## src/rtl/encoder_pkg.sv

```systemverilog
// rtl/encoder_pkg.sv - shared types and sizes for the encoder line scheduler
//
// Purpose: line width, address width, memory depth, the scheduler state
// encoding and the line type used by the scheduler, its interface and its
// round counter.
package encoder_pkg;

  localparam int W      = 25;  // one 5x5 matrix line
  localparam int ADDR_W = 6;   // line memory address width
  localparam int LINES  = 64;  // memory depth, also the longest job

  typedef logic [W-1:0] enc_line_t;

  typedef enum logic [2:0] {
    ENC_IDLE  = 3'd0,
    ENC_READ  = 3'd1,
    ENC_LOAD  = 3'd2,
    ENC_PERM  = 3'd3,
    ENC_WRITE = 3'd4,
    ENC_DONE  = 3'd5
  } enc_state_t;

endpackage

```

## src/rtl/encoder_scheduler_if.sv

```systemverilog
// rtl/encoder_scheduler_if.sv - line memory read port and result write port
//
// Purpose: bundles the memory-side signals of the scheduler.
// Ports:
//   rd_en, rd_addr  read strobe and address (scheduler -> memory)
//   rd_data         read data, valid the cycle after rd_en (memory -> scheduler)
//   wr_valid        write request (scheduler -> memory)
//   wr_ready        write accept (memory -> scheduler)
//   wr_addr,wr_data write address and result line (scheduler -> memory)
// Modports: master = scheduler side, slave = memory side.
interface encoder_scheduler_if;

  logic                               rd_en;
  logic [encoder_pkg::ADDR_W-1:0]     rd_addr;
  encoder_pkg::enc_line_t             rd_data;
  logic                               wr_valid;
  logic                               wr_ready;
  logic [encoder_pkg::ADDR_W-1:0]     wr_addr;
  encoder_pkg::enc_line_t             wr_data;

  modport master (
    output rd_en, rd_addr, wr_valid, wr_addr, wr_data,
    input  rd_data, wr_ready
  );

  modport slave (
    input  rd_en, rd_addr, wr_valid, wr_addr, wr_data,
    output rd_data, wr_ready
  );

endinterface

```

## src/rtl/enc_round_counter.sv

```systemverilog
// rtl/enc_round_counter.sv - saturating up-counter with clear, enable and terminal flag
//
// Purpose: counts from 0 up to a terminal value and holds there; never wraps.
// Ports:
//   clk, rst  clock and synchronous active-high reset
//   clr       synchronous clear to 0 (wins over en)
//   en        count enable, ignored once the terminal value is reached
//   last      terminal value
//   count     current value
//   tc        high while count == last
module enc_round_counter #(
  parameter int WIDTH = 4
) (
  input  logic             clk,
  input  logic             rst,
  input  logic             clr,
  input  logic             en,
  input  logic [WIDTH-1:0] last,
  output logic [WIDTH-1:0] count,
  output logic             tc
);

  assign tc = (count == last);

  always_ff @(posedge clk) begin
    if (rst || clr) begin
      count <= '0;
    end else if (en && !tc) begin
      count <= count + WIDTH'(1);
    end
  end

endmodule

```

## src/rtl/encoder_scheduler.sv

```systemverilog
// rtl/encoder_scheduler.sv - per-line read / permute / write-back job sequencer
//
// Purpose: on start, walks lines 0..len-1 of the line memory; each line is
// read, passed ROUNDS times through the external permutation block and
// written back to the same address over a valid/ready port.
// Ports:
//   clk, rst    clock and synchronous active-high reset
//   start       job request, sampled in IDLE only
//   num_lines   job length, clamped to LINES and latched on accepted start
//   busy        high from the cycle after an accepted start through DONE
//   done        one-cycle pulse at job end
//   perm_in     working register, feeds the permutation block
//   perm_out    combinational permutation of perm_in
//   mem         memory read/write port (master side)
module encoder_scheduler
  import encoder_pkg::*;
#(
  parameter int ROUNDS = 4
) (
  input  logic                clk,
  input  logic                rst,
  input  logic                start,
  input  logic [ADDR_W:0]     num_lines,
  output logic                busy,
  output logic                done,
  output enc_line_t           perm_in,
  input  enc_line_t           perm_out,
  encoder_scheduler_if.master mem
);

  localparam int RND_W = (ROUNDS > 1) ? $clog2(ROUNDS) : 1;
  localparam logic [ADDR_W:0] LEN_MAX = (ADDR_W+1)'(LINES);
  localparam logic [ADDR_W:0] LEN_ONE = (ADDR_W+1)'(1);
  localparam logic [RND_W-1:0] RND_LAST = RND_W'(ROUNDS - 1);

  enc_state_t        state;
  enc_line_t         work;
  logic [ADDR_W:0]   len;
  logic [ADDR_W:0]   len_clamped;
  logic [ADDR_W-1:0] line;
  logic [ADDR_W-1:0] line_last;
  // Only the terminal flag of the round counter steers the FSM.
  logic [RND_W-1:0]  rnd_unused;
  logic              line_tc;
  logic              rnd_tc;
  logic              accept;
  logic              rd_en_q;
  logic              wr_valid_q;

  assign accept      = (state == ENC_IDLE) && start;
  assign len_clamped = (num_lines > LEN_MAX) ? LEN_MAX : num_lines;
  // len is never 0 while the line counter matters, so len-1 fits ADDR_W bits.
  assign line_last   = ADDR_W'(len - LEN_ONE);

  enc_round_counter #(
    .WIDTH (ADDR_W)
  ) u_line_cnt (
    .clk   (clk),
    .rst   (rst),
    .clr   (accept),
    .en    ((state == ENC_WRITE) && mem.wr_ready),
    .last  (line_last),
    .count (line),
    .tc    (line_tc)
  );

  enc_round_counter #(
    .WIDTH (RND_W)
  ) u_rnd_cnt (
    .clk   (clk),
    .rst   (rst),
    .clr   (accept || (state == ENC_LOAD)),
    .en    (state == ENC_PERM),
    .last  (RND_LAST),
    .count (rnd_unused),
    .tc    (rnd_tc)
  );

  // Strobes are set on the edge that enters their state so they are
  // registered outputs aligned with the state they belong to.
  always_ff @(posedge clk) begin
    if (rst) begin
      state      <= ENC_IDLE;
      work       <= '0;
      len        <= '0;
      busy       <= 1'b0;
      done       <= 1'b0;
      rd_en_q    <= 1'b0;
      wr_valid_q <= 1'b0;
    end else begin
      done    <= 1'b0;
      rd_en_q <= 1'b0;
      case (state)
        ENC_IDLE: begin
          if (start) begin
            len  <= len_clamped;
            busy <= 1'b1;
            if (len_clamped == '0) begin
              state <= ENC_DONE;
              done  <= 1'b1;
            end else begin
              state   <= ENC_READ;
              rd_en_q <= 1'b1;
            end
          end
        end
        ENC_READ: begin
          state <= ENC_LOAD;
        end
        ENC_LOAD: begin
          work  <= mem.rd_data;
          state <= ENC_PERM;
        end
        ENC_PERM: begin
          work <= perm_out;
          if (rnd_tc) begin
            state      <= ENC_WRITE;
            wr_valid_q <= 1'b1;
          end
        end
        ENC_WRITE: begin
          if (mem.wr_ready) begin
            wr_valid_q <= 1'b0;
            if (line_tc) begin
              state <= ENC_DONE;
              done  <= 1'b1;
            end else begin
              state   <= ENC_READ;
              rd_en_q <= 1'b1;
            end
          end
        end
        ENC_DONE: begin
          state <= ENC_IDLE;
          busy  <= 1'b0;
        end
        default: begin
          state      <= ENC_IDLE;
          busy       <= 1'b0;
          wr_valid_q <= 1'b0;
        end
      endcase
    end
  end

  // work and line only change when not writing, so wr_addr/wr_data hold
  // steady under backpressure.
  assign perm_in      = work;
  assign mem.rd_en    = rd_en_q;
  assign mem.rd_addr  = line;
  assign mem.wr_valid = wr_valid_q;
  assign mem.wr_addr  = line;
  assign mem.wr_data  = work;

endmodule

```

## src/flat_wrapper.sv

```systemverilog
// flat-port wrapper written by rule: the top's interface ports become plain ports
module encoder_scheduler_flat import encoder_pkg::*;
#(
  parameter int ROUNDS = 4
)
  (clk, rst, start, num_lines, busy, done, perm_in, perm_out, mem_rd_en, mem_rd_addr, mem_wr_valid, mem_wr_addr, mem_wr_data, mem_rd_data, mem_wr_ready);
  encoder_scheduler_if mem_i ();
  input  logic clk;
  input  logic rst;
  input  logic start;
  input  logic [ADDR_W:0] num_lines;
  output logic busy;
  output logic done;
  output enc_line_t perm_in;
  input  enc_line_t perm_out;
  output wire logic [$bits(mem_i.rd_en)-1:0] mem_rd_en;
  output wire logic [$bits(mem_i.rd_addr)-1:0] mem_rd_addr;
  output wire logic [$bits(mem_i.wr_valid)-1:0] mem_wr_valid;
  output wire logic [$bits(mem_i.wr_addr)-1:0] mem_wr_addr;
  output wire logic [$bits(mem_i.wr_data)-1:0] mem_wr_data;
  input wire logic [$bits(mem_i.rd_data)-1:0] mem_rd_data;
  input wire logic [$bits(mem_i.wr_ready)-1:0] mem_wr_ready;
  assign mem_rd_en = mem_i.rd_en;
  assign mem_rd_addr = mem_i.rd_addr;
  assign mem_wr_valid = mem_i.wr_valid;
  assign mem_wr_addr = mem_i.wr_addr;
  assign mem_wr_data = mem_i.wr_data;
  assign mem_i.rd_data = mem_rd_data;
  assign mem_i.wr_ready = mem_wr_ready;
  encoder_scheduler #(.ROUNDS(ROUNDS)) u_core (.clk(clk), .rst(rst), .start(start), .num_lines(num_lines), .busy(busy), .done(done), .perm_in(perm_in), .perm_out(perm_out), .mem(mem_i));
endmodule
```

## config.mk

```make
export PLATFORM = sky130hd
export DESIGN_NAME = encoder_scheduler_flat
export DESIGN_NICKNAME = d
export VERILOG_FILES = /design/src/rtl/encoder_pkg.sv /design/src/rtl/encoder_scheduler_if.sv /design/src/rtl/enc_round_counter.sv /design/src/rtl/encoder_scheduler.sv /design/src/flat_wrapper.sv
export SDC_FILE = /design/constraint.sdc
export NUM_CORES = 1
export LEC_CHECK = 0
export BUFFER_PORTS_ARGS = -buffer_cell sky130_fd_sc_hd__buf_4
export CAP_MARGIN = 15
export CORE_MARGIN = 2
export CORE_UTILIZATION = 35
export CTS_CLUSTER_SIZE = 12
export DETAILED_ROUTE_END_ITERATION = 10
export PLACE_DENSITY = 0.67
export SLEW_MARGIN = 25
export SYNTH_ARGS = -nofsm -noshare
export SYNTH_HDL_FRONTEND = slang
export SYNTH_SLANG_ARGS = --single-unit
```

## constraint.sdc

```tcl
create_clock -name clk -period 1.7 [get_ports clk]
set_input_delay 0.085 -clock clk [delete_from_list [all_inputs] [get_ports clk]]
set_output_delay 0.085 -clock clk [all_outputs]
set_load 0.01 [all_outputs]
```

# Word level (Yosys, flattened, before mapping)
# Index checks and enable logic that the tools add are counted.
[op_classes] add_sub_neg=3 magnitude_cmp=1 eq_ne=10 mux=23 bitwise=2 reduce_logical=18
[ops] cell="case mux 25 bit (2 select lines)" count=1
[ops] cell="two-way mux 3 bit" count=5
[ops] cell="case mux 3 bit (5 select lines)" count=1
[ops] cell="two-way mux 1 bit" count=11
[ops] cell="OR reduction 4 bit" count=2
[ops] cell="greater-than comparator 7 bit (second input constant)" count=1
[ops] cell="logical NOT 7 bit" count=1
[ops] cell="two-way mux 7 bit" count=1
[ops] cell="adder 6 x 1 -> 6 bit (second input constant)" count=1
[ops] cell="== test 3 x 2 -> 1 bit (second input constant)" count=2
[ops] cell="== test 3 bit (second input constant)" count=2
[ops] cell="== test 6 bit" count=1
[ops] cell="case mux 1 bit (2 select lines)" count=3
[ops] cell="AND reduction 3 bit" count=2
[ops] cell="subtractor 6 x 1 -> 6 bit (second input constant)" count=1
[ops] cell="logical AND 1 bit" count=4
[ops] cell="!= test 2 bit (second input constant)" count=2
[ops] cell="AND reduction 2 bit" count=2
[ops] cell="== test 3 x 1 -> 1 bit (second input constant)" count=1
[ops] cell="logical NOT 3 bit" count=1
[ops] cell="logical OR 1 bit" count=3
[ops] cell="case mux 1 bit (3 select lines)" count=1
[ops] cell="adder 2 x 1 -> 2 bit (second input constant)" count=1
[ops] cell="== test 2 bit (second input constant)" count=1
[ops] cell="4 further kinds" count=6
[word_totals] reg_bits=46 input_bits=61 out_inout_bits=66 word_cells=66

# Depth between registers and ports, before layout
[depth] ltp_word=6 mapped_depth=7 depth_no_buf=7

# Cells and area by module
# From an unflattened synthesis, not the netlist that was laid out.
[unflattened] hier_cells=289 area_unflattened_um2=2522.4
[modules_own_cells] module="encoder_scheduler" n_inst=1 cells_per_inst=234 area_each_um2=2049.5
[modules_own_cells] module="enc_round_counter at u_core.u_line_cnt" n_inst=1 cells_per_inst=41 area_each_um2=349.1
[modules_own_cells] module="enc_round_counter at u_core.u_rnd_cnt" n_inst=1 cells_per_inst=14 area_each_um2=123.9

# Least setup slack after synthesis
# Ideal clock, no wire load.
[synth_timing] kind="register to register" startpoint="reg u_core.len[0]" endpoint="reg u_core.rd_en_q (netlist: u_core.mem.rd_en)" arrival_time_ns=1.618 slack_ns=-0.033 stages_incl_launch_ff=8 period_less_slack_ns=1.733 cell_sequence="dfxtp_1 > inv_1 > ha_1 > xnor2_1 > a21o_1 > o21ai_1 > a21oi_2 > o21a_1"
[synth_via] elab_chain_cells=5
[synth_rtl] item="start, declared" line="encoder_scheduler.sv:38" source="logic [ADDR_W:0] len;"
[synth_rtl] item="start signal, assigned" line="encoder_scheduler.sv:96" source="len <= len_clamped;"
[synth_rtl] item="subtractor 6 x 1 -> 6 bit" line="encoder_scheduler.sv:53" source="assign line_last = ADDR_W'(len - LEN_ONE);"
[synth_rtl] item="== test 6 bit" line="enc_round_counter.sv:23" source="assign tc = (count == last);"
[synth_rtl] item="two-way mux 1 bit" line="encoder_scheduler.sv:124" source="if (line_tc) begin"
[synth_rtl] item="two-way mux 1 bit" line="encoder_scheduler.sv:122" source="if (mem.wr_ready) begin"
[synth_rtl] item="case mux 1 bit (2 select lines)" line="encoder_scheduler.sv:93" source="case (state)"
[synth_rtl] item="end signal, assigned" line="encoder_scheduler.sv:92" source="rd_en_q <= 1'b0;"
[synth_rtl] item="end signal, assigned" line="encoder_scheduler.sv:103" source="rd_en_q <= 1'b1;"
[synth_rtl] item="end signal, assigned" line="encoder_scheduler.sv:129" source="rd_en_q <= 1'b1;"
[synth_rtl] item="end, declared" line="encoder_scheduler.sv:47" source="logic rd_en_q;"
# No other way between the ends.
# A chain may end at the register's enable or synchronous reset.

# Final worst setup path
[layout_timing] startpoint="reg u_core.len[1]" endpoint="reg u_core.rd_en_q (netlist: u_core.mem.rd_en)"
# The elaborated chain is that of the path after synthesis.

==> results_tabular.tex <==
\begin{tabular}{lr}
\hline
Metric & Value \\
\hline
\multicolumn{2}{l}{\textbf{Cells and area}} \\
End-of-flow core utilization & 0.520 \\
Fraction of final layout cells with drive strength greater than 1 & 0.430 \\
Nets@finish & 450 \\
Design Area, Final & 0.00353 mm² \\
Inserted Diodes & 0 \\
Finished Layout Cells & 482 \\
Area growth, synth to finish & 43.4\% \\
\multicolumn{2}{l}{\textbf{Min path}} \\
Worst Hold Endpoint & u\_core.len[0] \\
Hold/Removal Path Class & in -> reg \\
Launch instance of the worst min-delay path & num\_lines[0] \\
Number of instances on the worst hold path & 3 \\
\multicolumn{2}{l}{\textbf{Timing}} \\
Post-Route Setup TNS & 0 ns \\
Hold Vio Cnt, Final & 0 \\
Worst slew margin relative to its limit & 0.686 \\
Post-route worst hold slack & 0.0643 ns \\
Unrepaired setup endpoints after global routing & true \\
Slew of the pin with the lowest slew margin & 0.469 ns \\
Fmax achieved & just under 0.6 GHz \\
Final worst-path cycle share & 0.997 \\
Final Slew Violations & 0 \\
\# setup viols final & 0 \\
Clk\_skew & 0.00559 ns \\
Shortest period the worst path allows & 1.70 ns \\
\multicolumn{2}{l}{\textbf{Setup path}} \\
Type of element launching the critical path & flip-flop \\
Critical path fanouts, max & 3 \\
Start-to-end type of the worst setup path & reg -> reg \\
Register-to-register setup slack & 0.005 ns \\
Worst Path Arrival & 1.88 ns \\
End of the worst register-to-register path & u\_core.mem.rd\_en \\
Nature of the critical path endpoint & flip-flop \\
Logic depth of the worst register-to-register path & 8 \\
Data required, critical path & around 1.9 ns \\
Worst reg2reg startpoint & u\_core.len[1] \\
\multicolumn{2}{l}{\textbf{Power and ir drop}} \\
Power density over cell area & 798 mW/mm² \\
Net switching fraction of the power & 0.277 \\
Max rail drop VDD & 367 µV \\
Fraction of power consumed by sequential logic & 0.433 \\
Net switching power & 0.000781 W \\
Fraction of power consumed by combinational cells & 0.271 \\
Clk pwr share & 0.296 \\
Internal & roughly 0.002 W \\
Leakage component of the power & approximately 1.6 nW \\
\multicolumn{2}{l}{\textbf{GRT}} \\
Number of global-route vias before repair & 2,036 \\
Wire length of the first global-routing pass & between 9 and 10 mm \\
Maximum number of pins on one net before global-route repair & 46 \\
Antenna violations before repair & 0 \\
Overall routing resource usage & 0.156 \\
Total congestion overflow & 0 \\
\multicolumn{2}{l}{\textbf{Logic synthesis}} \\
Post-synth top flop & sky130\_fd\_sc\_hd\_\_dfxtp\_1 \\
Library cell with the largest summed area after synthesis & sky130\_fd\_sc\_hd\_\_dfxtp\_1 \\
Mean Syn Cell Area & 8.71 µm² \\
Warnings from Yosys & 0 \\
EDFF count, synth & 0 \\
Syn Nets & 347 \\
Mapped Area & approximately 0.0025 mm² \\
List of most frequent post-synthesis cells & 46 x sky130\_fd\_sc\_hd\_\_dfxtp\_1, 36 x sky130\_fd\_sc\_hd\_\_nor2\_1, 31 x sky130\_fd\_sc\_hd\_\_buf\_4, 31 x sky130\_fd\_sc\_hd\_\_mux2i\_1, 26 x sky130\_fd\_sc\_hd\_\_a211oi\_1 \\
Count of mapped cells out of synthesis & around 280 \\
Synth top area share & 0.374 \\
Area contributors post-synth & sky130\_fd\_sc\_hd\_\_dfxtp\_1 37\%, sky130\_fd\_sc\_hd\_\_mux2i\_1 13\%, sky130\_fd\_sc\_hd\_\_buf\_4 9.4\% \\
Most frequently used cell type in the post-synthesis netlist & sky130\_fd\_sc\_hd\_\_dfxtp\_1 \\
Number of distinct library cells after synthesis & 40 \\
Seq/Total Area, Yosys & 0.374 \\
Share of synthesized flip-flops with an asynchronous set or reset & 0 \\
Seq cells post-synth & 46 \\
\multicolumn{2}{l}{\textbf{Placement}} \\
Post-placement cell count & $\sim$480 \\
Hpwl dp & between 4 and 5 mm \\
Count of buffers inserted at the top-level ports & 126 \\
Final weighted congestion of routability-driven global placement & 0.812 \\
Cell area after placement & 0.00339 mm² \\
\multicolumn{2}{l}{\textbf{Routing}} \\
Vias after detailed routing & 2,325 \\
Router iterations before antenna repair & 4 \\
Detailed-route DRC error count & 0 \\
Detailed router's first-iteration violation count & 56 \\
Routed vias/inst & 4.82 \\
Detailed-route wire length & 6.31 mm \\
Antenna Nets Post-Route & 0 \\
Routed length per placed instance & 13.1 µm \\
\multicolumn{2}{l}{\textbf{Clock tree}} \\
CTS Hold Bufs & 0 \\
TritonCTS clock tree & done \\
CTS Sinks & 46 \\
Clk pin slew, worst setup/hold paths & 0.09 ns \\
Clock insertion delay at the later pin of the skew report & 0.29 ns \\
Number of clock buffers inserted by TritonCTS & 5 \\
Number of H-tree levels & 2 \\
Buffer depth of the longest clock path & 2 \\
Clock tree root driver cell & sky130\_fd\_sc\_hd\_\_clkbuf\_8 \\
\multicolumn{2}{l}{\textbf{Floorplanning}} \\
Total number of placement rows & 30 \\
Effective utilization at floorplan & 0.363 \\
Die Width & roughly 88 µm \\
Die Footprint & about 0.0077 mm² \\
Die extent in y & 87.9 µm \\
Number of I/O pins & 127 \\
CORE AREA & 0.00679 mm² \\
\multicolumn{2}{l}{\textbf{Flow run}} \\
MaxCap Viol Count & 0 \\
\multicolumn{2}{l}{\textbf{Run status}} \\
Status & completed \\
\hline
\end{tabular}
[cell type report]
cell class	instances	area [µm²]
Clock buffer	6	82.6
Clock inverter	1	30.0
Fill cell	640	3260
Inverter	4	15.0
Multi-Input combinational cell	185	1270
Sequential cell	46	925
Tap cell	96	120
Timing Repair Buffer	144	1090
[power by group through the flow]
stage	clock network [W]	logic [W]	registers, W
2_1_floorplan	0	0.000432	0.00126
3_3_place_gp	0	0.000754	0.00124
3_5_place_dp	0	0.000764	0.00125
4_1_cts	0.000852	0.000766	0.00122
5_1_grt	0.000896	0.000837	0.00124
6_report	0.000834	0.000763	0.00122
[metrics by stage]
step                      total power (W)  setup WS [ns]
after floorplan                   0.00170        -0.0199
after global placement            0.00200         0.0281
after detailed placement          0.00201        -0.0116
after CTS                         0.00284         0.0222
after global routing              0.00297        -0.0759
final                             0.00282        0.00488
[kinds of logic after synthesis]
group / after synthesis / synth area share
flip-flops: 46 / 0.374
XOR/XNOR: 7 / 0.0249
AO/OA/AOI/OAI: 55 / 0.150
AND/OR/NAND/NOR: 88 / 0.178
adder cells (fa/ha/maj): 3 / 0.0152
buffers and inverters: 52 / 0.128
multiplexers: 32 / 0.130
[worst max-delay path, stage by stage (launching register included)]
cell and delay, ns:
sky130_fd_sc_hd__dfxtp_2 0.34, sky130_fd_sc_hd__inv_2 0.04, sky130_fd_sc_hd__ha_4 0.26, sky130_fd_sc_hd__xor2_1 0.14, sky130_fd_sc_hd__nand2_1 0.10, sky130_fd_sc_hd__nor4b_4 0.28, sky130_fd_sc_hd__buf_4 0.17, sky130_fd_sc_hd__a21oi_4 0.06
sky130_fd_sc_hd__o21a_1 0.20
[metal layers]
layer / global-route usage / share of wire / vias to the layer above
li1: - / - / 1180
met5: 0 / 0 / -
met4: 0.0671 / 0.017 / 0
met3: 0.0236 / 0.054 / 9
met1: 0.205 / 0.42 / 1055
met2: 0.256 / 0.51 / 81
[what timing repair did]
action	CTS	global route
resized for setup	1	5
pin swaps	1	5
buffers inserted	0	0
endpoints found under the setup margin	2	8
[sequential cells by signal, summed over array words and instances, names as in the netlist]
name,cells
u_core.state,3
u_core.busy,1
u_core.u_line_cnt.count,6
u_core.mem.rd_en,1
u_core.u_rnd_cnt.count,2
u_core.mem.wr_valid,1
u_core.len,6
u_core.done,1
u_core.mem.wr_data,25
[worst max-delay path by stage]
stage	from	end	slack, ns	cells past startpoint
floorplan	u_core.len[0]	u_core.mem.rd_en	-0.02	7
global placement	u_core.len[1]	u_core.mem.rd_en	0.03	8
detailed placement	u_core.len[1]	u_core.mem.rd_en	-0.01	8
CTS	u_core.len[1]	u_core.mem.rd_en	0.02	8
global route	u_core.len[0]	u_core.mem.rd_en	-0.08	8
finish	u_core.len[1]	u_core.mem.rd_en	0.005	8
[cells in the final DEF, fill, tap and decap left out, drive strengths merged]
cell / count
a21o: 1
nand2: 21
nand3: 3
and3: 1
clkbuf: 6
nor3: 4
o21ai: 2
a211oi: 26
buf: 144
a22oi: 1
nor4b: 1
mux2: 1
ha: 3
or3: 5
xnor2: 4
nor3b: 1
nand4: 3
a31oi: 1
dfxtp: 46
nor2: 36
a21oi: 16
or4: 1
o22ai: 2
or2: 1
a32oi: 1
xor2: 3
mux2i: 31
nand3b: 7
nand2b: 2
nor4: 2
inv: 4
a21boi: 1
bufinv: 1
o21a: 1
o21bai: 2
o211ai: 1
(Power assumes the default switching activity.)
